<file path="config.mk">
export PLATFORM = sky130hd
export DESIGN_NAME = riscv_core_dcache_axi_write_master
export DESIGN_NICKNAME = d
export VERILOG_FILES = /design/src/rtl/riscv_core_dcache_axi_write_master.sv
export SDC_FILE = /design/constraint.sdc
export NUM_CORES = 1
export LEC_CHECK = 0
export BUFFER_PORTS_ARGS = -buffer_cell sky130_fd_sc_hd__clkbuf_2
export CAP_MARGIN = 15
export CORE_MARGIN = 2
export CORE_UTILIZATION = 44
export CTS_CLUSTER_SIZE = 10
export DETAILED_ROUTE_END_ITERATION = 7
export PLACE_DENSITY = 0.87
export SLEW_MARGIN = 20
export SYNTH_ARGS = -nofsm -noshare
export SYNTH_HDL_FRONTEND = slang
export SYNTH_SLANG_ARGS = --single-unit
</file>
<file path="constraint.sdc">
create_clock -name i_clk -period 1.5 [get_ports i_clk]
set_input_delay 0.45 -clock i_clk [delete_from_list [all_inputs] [get_ports i_clk]]
set_output_delay 0.45 -clock i_clk [all_outputs]
set_load 0.01 [all_outputs]
</file>
<file path="src/rtl/riscv_core_dcache_axi_write_master.sv">
// Single-beat AXI4 write master for the D-cache write-through path.
// Turns one held controller store into one 64-bit AW/W burst, then pulses done once the B response arrives.
module riscv_core_dcache_axi_write_master #(
    parameter int ADDR_WIDTH      = 32,
    parameter int CORE_DATA_WIDTH = 32,
    parameter int AXI_DATA_WIDTH  = 64,
    localparam int STRB_WIDTH     = AXI_DATA_WIDTH / 8
) (
    input  logic                      i_clk,
    input  logic                      i_rst_n,
    input  logic                      i_mem_write_valid,
    input  logic [CORE_DATA_WIDTH-1:0] i_mem_write_data,
    input  logic [ADDR_WIDTH-1:0]     i_mem_write_address,
    input  logic [STRB_WIDTH-1:0]     i_mem_write_strobe,
    output logic                      o_mem_write_done,
    output logic                      o_write_err,
    output logic [ADDR_WIDTH-1:0]     o_awaddr,
    output logic                      o_awvalid,
    input  logic                      i_awready,
    output logic [7:0]                o_awlen,
    output logic [2:0]                o_awsize,
    output logic [1:0]                o_awburst,
    output logic [AXI_DATA_WIDTH-1:0] o_wdata,
    output logic [STRB_WIDTH-1:0]     o_wstrb,
    output logic                      o_wlast,
    output logic                      o_wvalid,
    input  logic                      i_wready,
    input  logic                      i_bvalid,
    input  logic [1:0]                i_bresp,
    output logic                      o_bready
);

    localparam int OFFSET_BITS = $clog2(STRB_WIDTH);

    typedef enum logic [1:0] {
        IDLE      = 2'd0,
        ADDR_DATA = 2'd1,
        RESP      = 2'd2,
        DONE      = 2'd3
    } state_t;

    state_t                    state_reg;
    logic                      aw_ok_reg;
    logic                      w_ok_reg;
    logic                      awvalid_reg;
    logic                      wvalid_reg;
    logic                      bready_reg;
    logic                      done_reg;
    logic                      err_reg;
    logic [ADDR_WIDTH-1:0]     awaddr_reg;
    logic [AXI_DATA_WIDTH-1:0] wdata_reg;
    logic [STRB_WIDTH-1:0]     wstrb_reg;

    logic [ADDR_WIDTH-1:0]     awaddr_next;
    logic [AXI_DATA_WIDTH-1:0] wdata_next;
    logic                      aw_hs;
    logic                      w_hs;
    logic                      aw_complete;
    logic                      w_complete;

    // Store data is right-aligned from the core; place it on its byte lanes within the beat.
    always_comb begin
        awaddr_next = {i_mem_write_address[ADDR_WIDTH-1:OFFSET_BITS], {OFFSET_BITS{1'b0}}};
        wdata_next  = AXI_DATA_WIDTH'(i_mem_write_data)
                      << {i_mem_write_address[OFFSET_BITS-1:0], 3'b000};
    end

    // A handshake in the current cycle counts towards completion so the FSM leaves ADDR_DATA without a bubble.
    always_comb begin
        aw_hs       = awvalid_reg & i_awready;
        w_hs        = wvalid_reg & i_wready;
        aw_complete = aw_ok_reg | aw_hs;
        w_complete  = w_ok_reg | w_hs;
    end

    always_ff @(posedge i_clk or negedge i_rst_n) begin
        if (!i_rst_n) begin
            state_reg   <= IDLE;
            aw_ok_reg   <= 1'b0;
            w_ok_reg    <= 1'b0;
            awvalid_reg <= 1'b0;
            wvalid_reg  <= 1'b0;
            bready_reg  <= 1'b0;
            done_reg    <= 1'b0;
            err_reg     <= 1'b0;
            awaddr_reg  <= '0;
            wdata_reg   <= '0;
            wstrb_reg   <= '0;
        end else begin
            case (state_reg)
                IDLE: begin
                    done_reg <= 1'b0;
                    err_reg  <= 1'b0;
                    if (i_mem_write_valid) begin
                        awaddr_reg  <= awaddr_next;
                        wdata_reg   <= wdata_next;
                        wstrb_reg   <= i_mem_write_strobe;
                        awvalid_reg <= 1'b1;
                        wvalid_reg  <= 1'b1;
                        aw_ok_reg   <= 1'b0;
                        w_ok_reg    <= 1'b0;
                        state_reg   <= ADDR_DATA;
                    end
                end
                ADDR_DATA: begin
                    if (aw_hs) begin
                        awvalid_reg <= 1'b0;
                        aw_ok_reg   <= 1'b1;
                    end
                    if (w_hs) begin
                        wvalid_reg <= 1'b0;
                        w_ok_reg   <= 1'b1;
                    end
                    if (aw_complete && w_complete) begin
                        bready_reg <= 1'b1;
                        state_reg  <= RESP;
                    end
                end
                RESP: begin
                    if (i_bvalid) begin
                        bready_reg <= 1'b0;
                        done_reg   <= 1'b1;
                        err_reg    <= (i_bresp != 2'b00);
                        state_reg  <= DONE;
                    end
                end
                DONE: begin
                    // The request is still held high here; it must not be taken again.
                    done_reg  <= 1'b0;
                    err_reg   <= 1'b0;
                    state_reg <= IDLE;
                end
                default: begin
                    state_reg <= IDLE;
                end
            endcase
        end
    end

    always_comb begin
        o_awaddr         = awaddr_reg;
        o_awvalid        = awvalid_reg;
        o_awlen          = 8'd0;
        o_awsize         = 3'b011;
        o_awburst        = 2'b01;
        o_wdata          = wdata_reg;
        o_wstrb          = wstrb_reg;
        o_wlast          = 1'b1;
        o_wvalid         = wvalid_reg;
        o_bready         = bready_reg;
        o_mem_write_done = done_reg;
        o_write_err      = err_reg;
    end

endmodule

</file>
==> impl_metrics.py <==
metrics = {
    "pwr": {
        "power_density_mw_per_mm2": 835,
        "ir_worst_vdd_mv": 0.473,
        "p_leak_nw": 3.73,
    },
    "placed_design": {
        "globalplace.congestion": 0.999,
        "numPlacedInstances": 771,
        "io_buffers": 185,
        "hpwl_um": 11000,
    },
    "floorplanning": {
        "dieArea_mm2": 0.0124,
        "chipWidth_um": 111,
        "dieHeight_um": 111,
        "start_util_pct": 44.9,
        "std_cell_rows": 39,
        "io_pins": 203,
        "coreArea_mm2": 0.0113,
    },
    "cells_and_area": {
        "layout_commonest_cell": "clkbuf_2",
        "antenna_cells": 0,
        "nets": 726,
        "fillers": 933,
        "largest_register_ffs": 64,
        "area_delta_synth_final_pct": 34.0,
        "final_cell_mix": "184 x clkbuf_2, 110 x dfrtp_1, 45 x buf_4",
        "drive_above_1_share_pct": 49.9,
        "instances_no_fill": 790,
    },
    "timing": {
        "worstMarginPinSlew_ns": 0.692,
        "final.setup.tns_ns": -1.84,
        "finalCriticalPeriod_ns": 1.60,
        "fin_ws_ns": -0.0954,
        "hold_viol": 0,
        "drv_slew": 0,
        "setup_viol": 49,
        "period_share_pct": 106,
        "rsz0062_at_grt": "true",
        "relSlewSlack_pct": 53.8,
        "max_freq_ghz": 0.627,
        "clock_skew_ns": 0.00827,
    },
    "critical_path": {
        "endpoint_kind": "flip-flop",
        "crit_path_start_kind": "flip-flop",
        "path_class": "reg2reg",
        "slowest_delay_ns": 0.42,
        "required_ns": 1.78,
        "crit_chain": "inv_2 -> ha_4 -> nand2_4 -> or2_1 -> nor3_4 -> buf_4 -> a22o_1",
        "cpMaxStageDelayCell": "dfrtp_1",
        "worstPathArrival_ns": 1.87,
        "worstPathMaxFanout": 8,
    },
    "route": {
        "detail-route-antenna-nets": 0,
        "drt_wl_total_um": 14400,
        "post_drt_wl_per_cell_um": 18.3,
        "num_vias": 4316,
        "drtPass1Iterations": 4,
        "drc": 0,
        "drt_iter0_markers": 255,
        "vias_per_cell": 5.46,
    },
    "clock_tree": {
        "cts.sinks": 110,
        "clockBufferDepth": 2,
        "cts_max_level": 3,
        "path_clk_slew_ns": 0.07,
        "cts_hold_buf": 0,
        "cts-buffers-inserted": 9,
        "cts_tree": "built",
        "cts-root-buf": "clkbuf_16",
        "clkLatencyLatePin_ns": 0.34,
    },
    "global_route": {
        "grt_pass1_wl_um": 22900,
        "grt_pass1_vias": 4423,
        "grt_max_degree": 84,
        "antenna_found_initial": 0,
        "track_usage_pct": 23.0,
        "overflow": 0,
    },
    "yosys": {
        "yosysTopAreaCell": "dfrtp_1",
        "synthCells": 427,
        "syn_area_mm2": 0.00508,
        "ys_warn_count": 0,
        "synth_area_per_cell_um2": 11.9,
        "synthFlopType": "dfrtp_1",
        "async_flop_share_pct": 100,
        "ys_ff_latch": 110,
        "yosys.area.top_type_share_pct": 54.2,
        "synthTopCellsByArea": "dfrtp_1 54%, mux2_2 12%, a22o_1 5.5%, o21ai_0 3.8%, mux2i_1 3.3%",
        "synthDistinctLibCells": 35,
        "ys_seq_area_share_pct": 54.2,
        "synth-edff-count": 0,
    },
    "run_status": {
        "violations": "negative setup slack",
        "run_status": "complete, but fails checks",
    },
    "hold_path": {
        "hp-class": "in2async",
    },
    "flow_run": {
        "maxCapViolCount": 0,
    },
}
[cell families after synthesis]
| logic type | count (synthesis) | share of synthesized area (%) |
|---|---|---|
| other | 2 | 0.148 |
| multiplexers | 72 | 15.5 |
| adder cells (fa/ha/maj) | 4 | 0.985 |
| buffers and inverters | 53 | 5.98 |
| flip-flops | 110 | 54.2 |
| AO/OA/AOI/OAI | 119 | 16.4 |
| AND/OR/NAND/NOR | 67 | 6.77 |
[worst max-delay path: cells and delay by family, from the launching register on]
family	cells	cell delay [ns]
and+or+nand+nor	3	0.55
AOI/OAI and AO/OA	1	0.15
adders and majority gates	1	0.15
DFF	1	0.42
buffers and inverters	2	0.26
[worst paths after layout]
check | start | end | slack [ns] | cells after the start
worst max-delay path | state_reg[1] | o_wdata[3] | -0.1 | 7
worst min-delay path | i_rst_n | o_awaddr[29] | 0.13 | 2
worst max register to register | state_reg[1] | o_wdata[3] | -0.1 | 7
worst min register to register | o_wdata[56] | o_wdata[56] | 0.49 | 2
max in group asynchronous | i_rst_n | o_wdata[24] | 1.01 | 2
min in group i_clk | i_mem_write_strobe[6] | o_wstrb[6] | 0.34 | 2
[stage by stage]
| step | setup WS, ns | hold WS, ns | util [%] | area (µm²) | total power [mW] |
|---|---|---|---|---|---|
| finish | -0.0954 | 0.127 | 60.2 | 6810 | 5.69 |
| detailed placement | -0.271 | 0.469 | 56.5 | 6400 | 3.55 |
| global placement | -0.177 | 0.467 | 56.5 | 6400 | 3.53 |
| floorplan | -0.0246 | 0.154 | - | 5160 | 3.27 |
| CTS | -0.0934 | 0.133 | 59.6 | 6750 | 5.73 |
| global route | -0.154 | 0.152 | 60.2 | 6810 | 5.90 |
[layer usage]
| layer | GRT usage, % | up-vias | routed length, µm |
|---|---|---|---|
| met4 | 10.4 | 0 | 605 |
| met1 | 30.2 | 2134 | 5980 |
| met2 | 36.6 | 188 | 6870 |
| met5 | 0 | - | 0 |
| li1 | - | 1950 | - |
| met3 | 5.50 | 44 | 987 |
[synth_stat cells, types with 2 or more instances]
cell type,n
a21oi_1,9
a221o_1,8
a22o_1,32
a22oi_1,16
a2bb2oi_1,8
a31oi_1,5
and2_1,8
and3_1,2
buf_2,15
buf_4,19
buf_6,2
clkbuf_1,11
conb_1,2
dfrtp_1,110
ha_1,4
inv_1,5
mux2_2,55
mux2i_1,17
nand2_1,32
nand2b_1,2
nand3_1,2
nor2_1,9
nor2b_1,4
o21ai_0,39
[power breakdown]
part / internal, mW / total (mW) / switching (mW)
Sequential: 2.96 / 2.96 / 0
Combinational: 0.238 / 0.545 / 0.307
Clock: 1.12 / 2.18 / 1.06
Total: 4.32 / 5.69 / 1.36
[layout make-up]
class,count,area [µm²],share of cell area [%]
tap,143,179,2.63
clock inverter,6,36.3,0.533
clock buffer,10,229,3.36
timing repair buffer,237,1380,20.3
multi-input combinational,279,2210,32.5
sequential,110,2750,40.4
inverter,5,18.8,0.275
[repair_timing]
action                                  in CTS  in global routing
setup buffers                                3                  0
gates resized for setup                     22                 18
endpoints found under the setup margin      59                 89
pin swaps                                    5                  1
(Power assumes the default switching activity.)
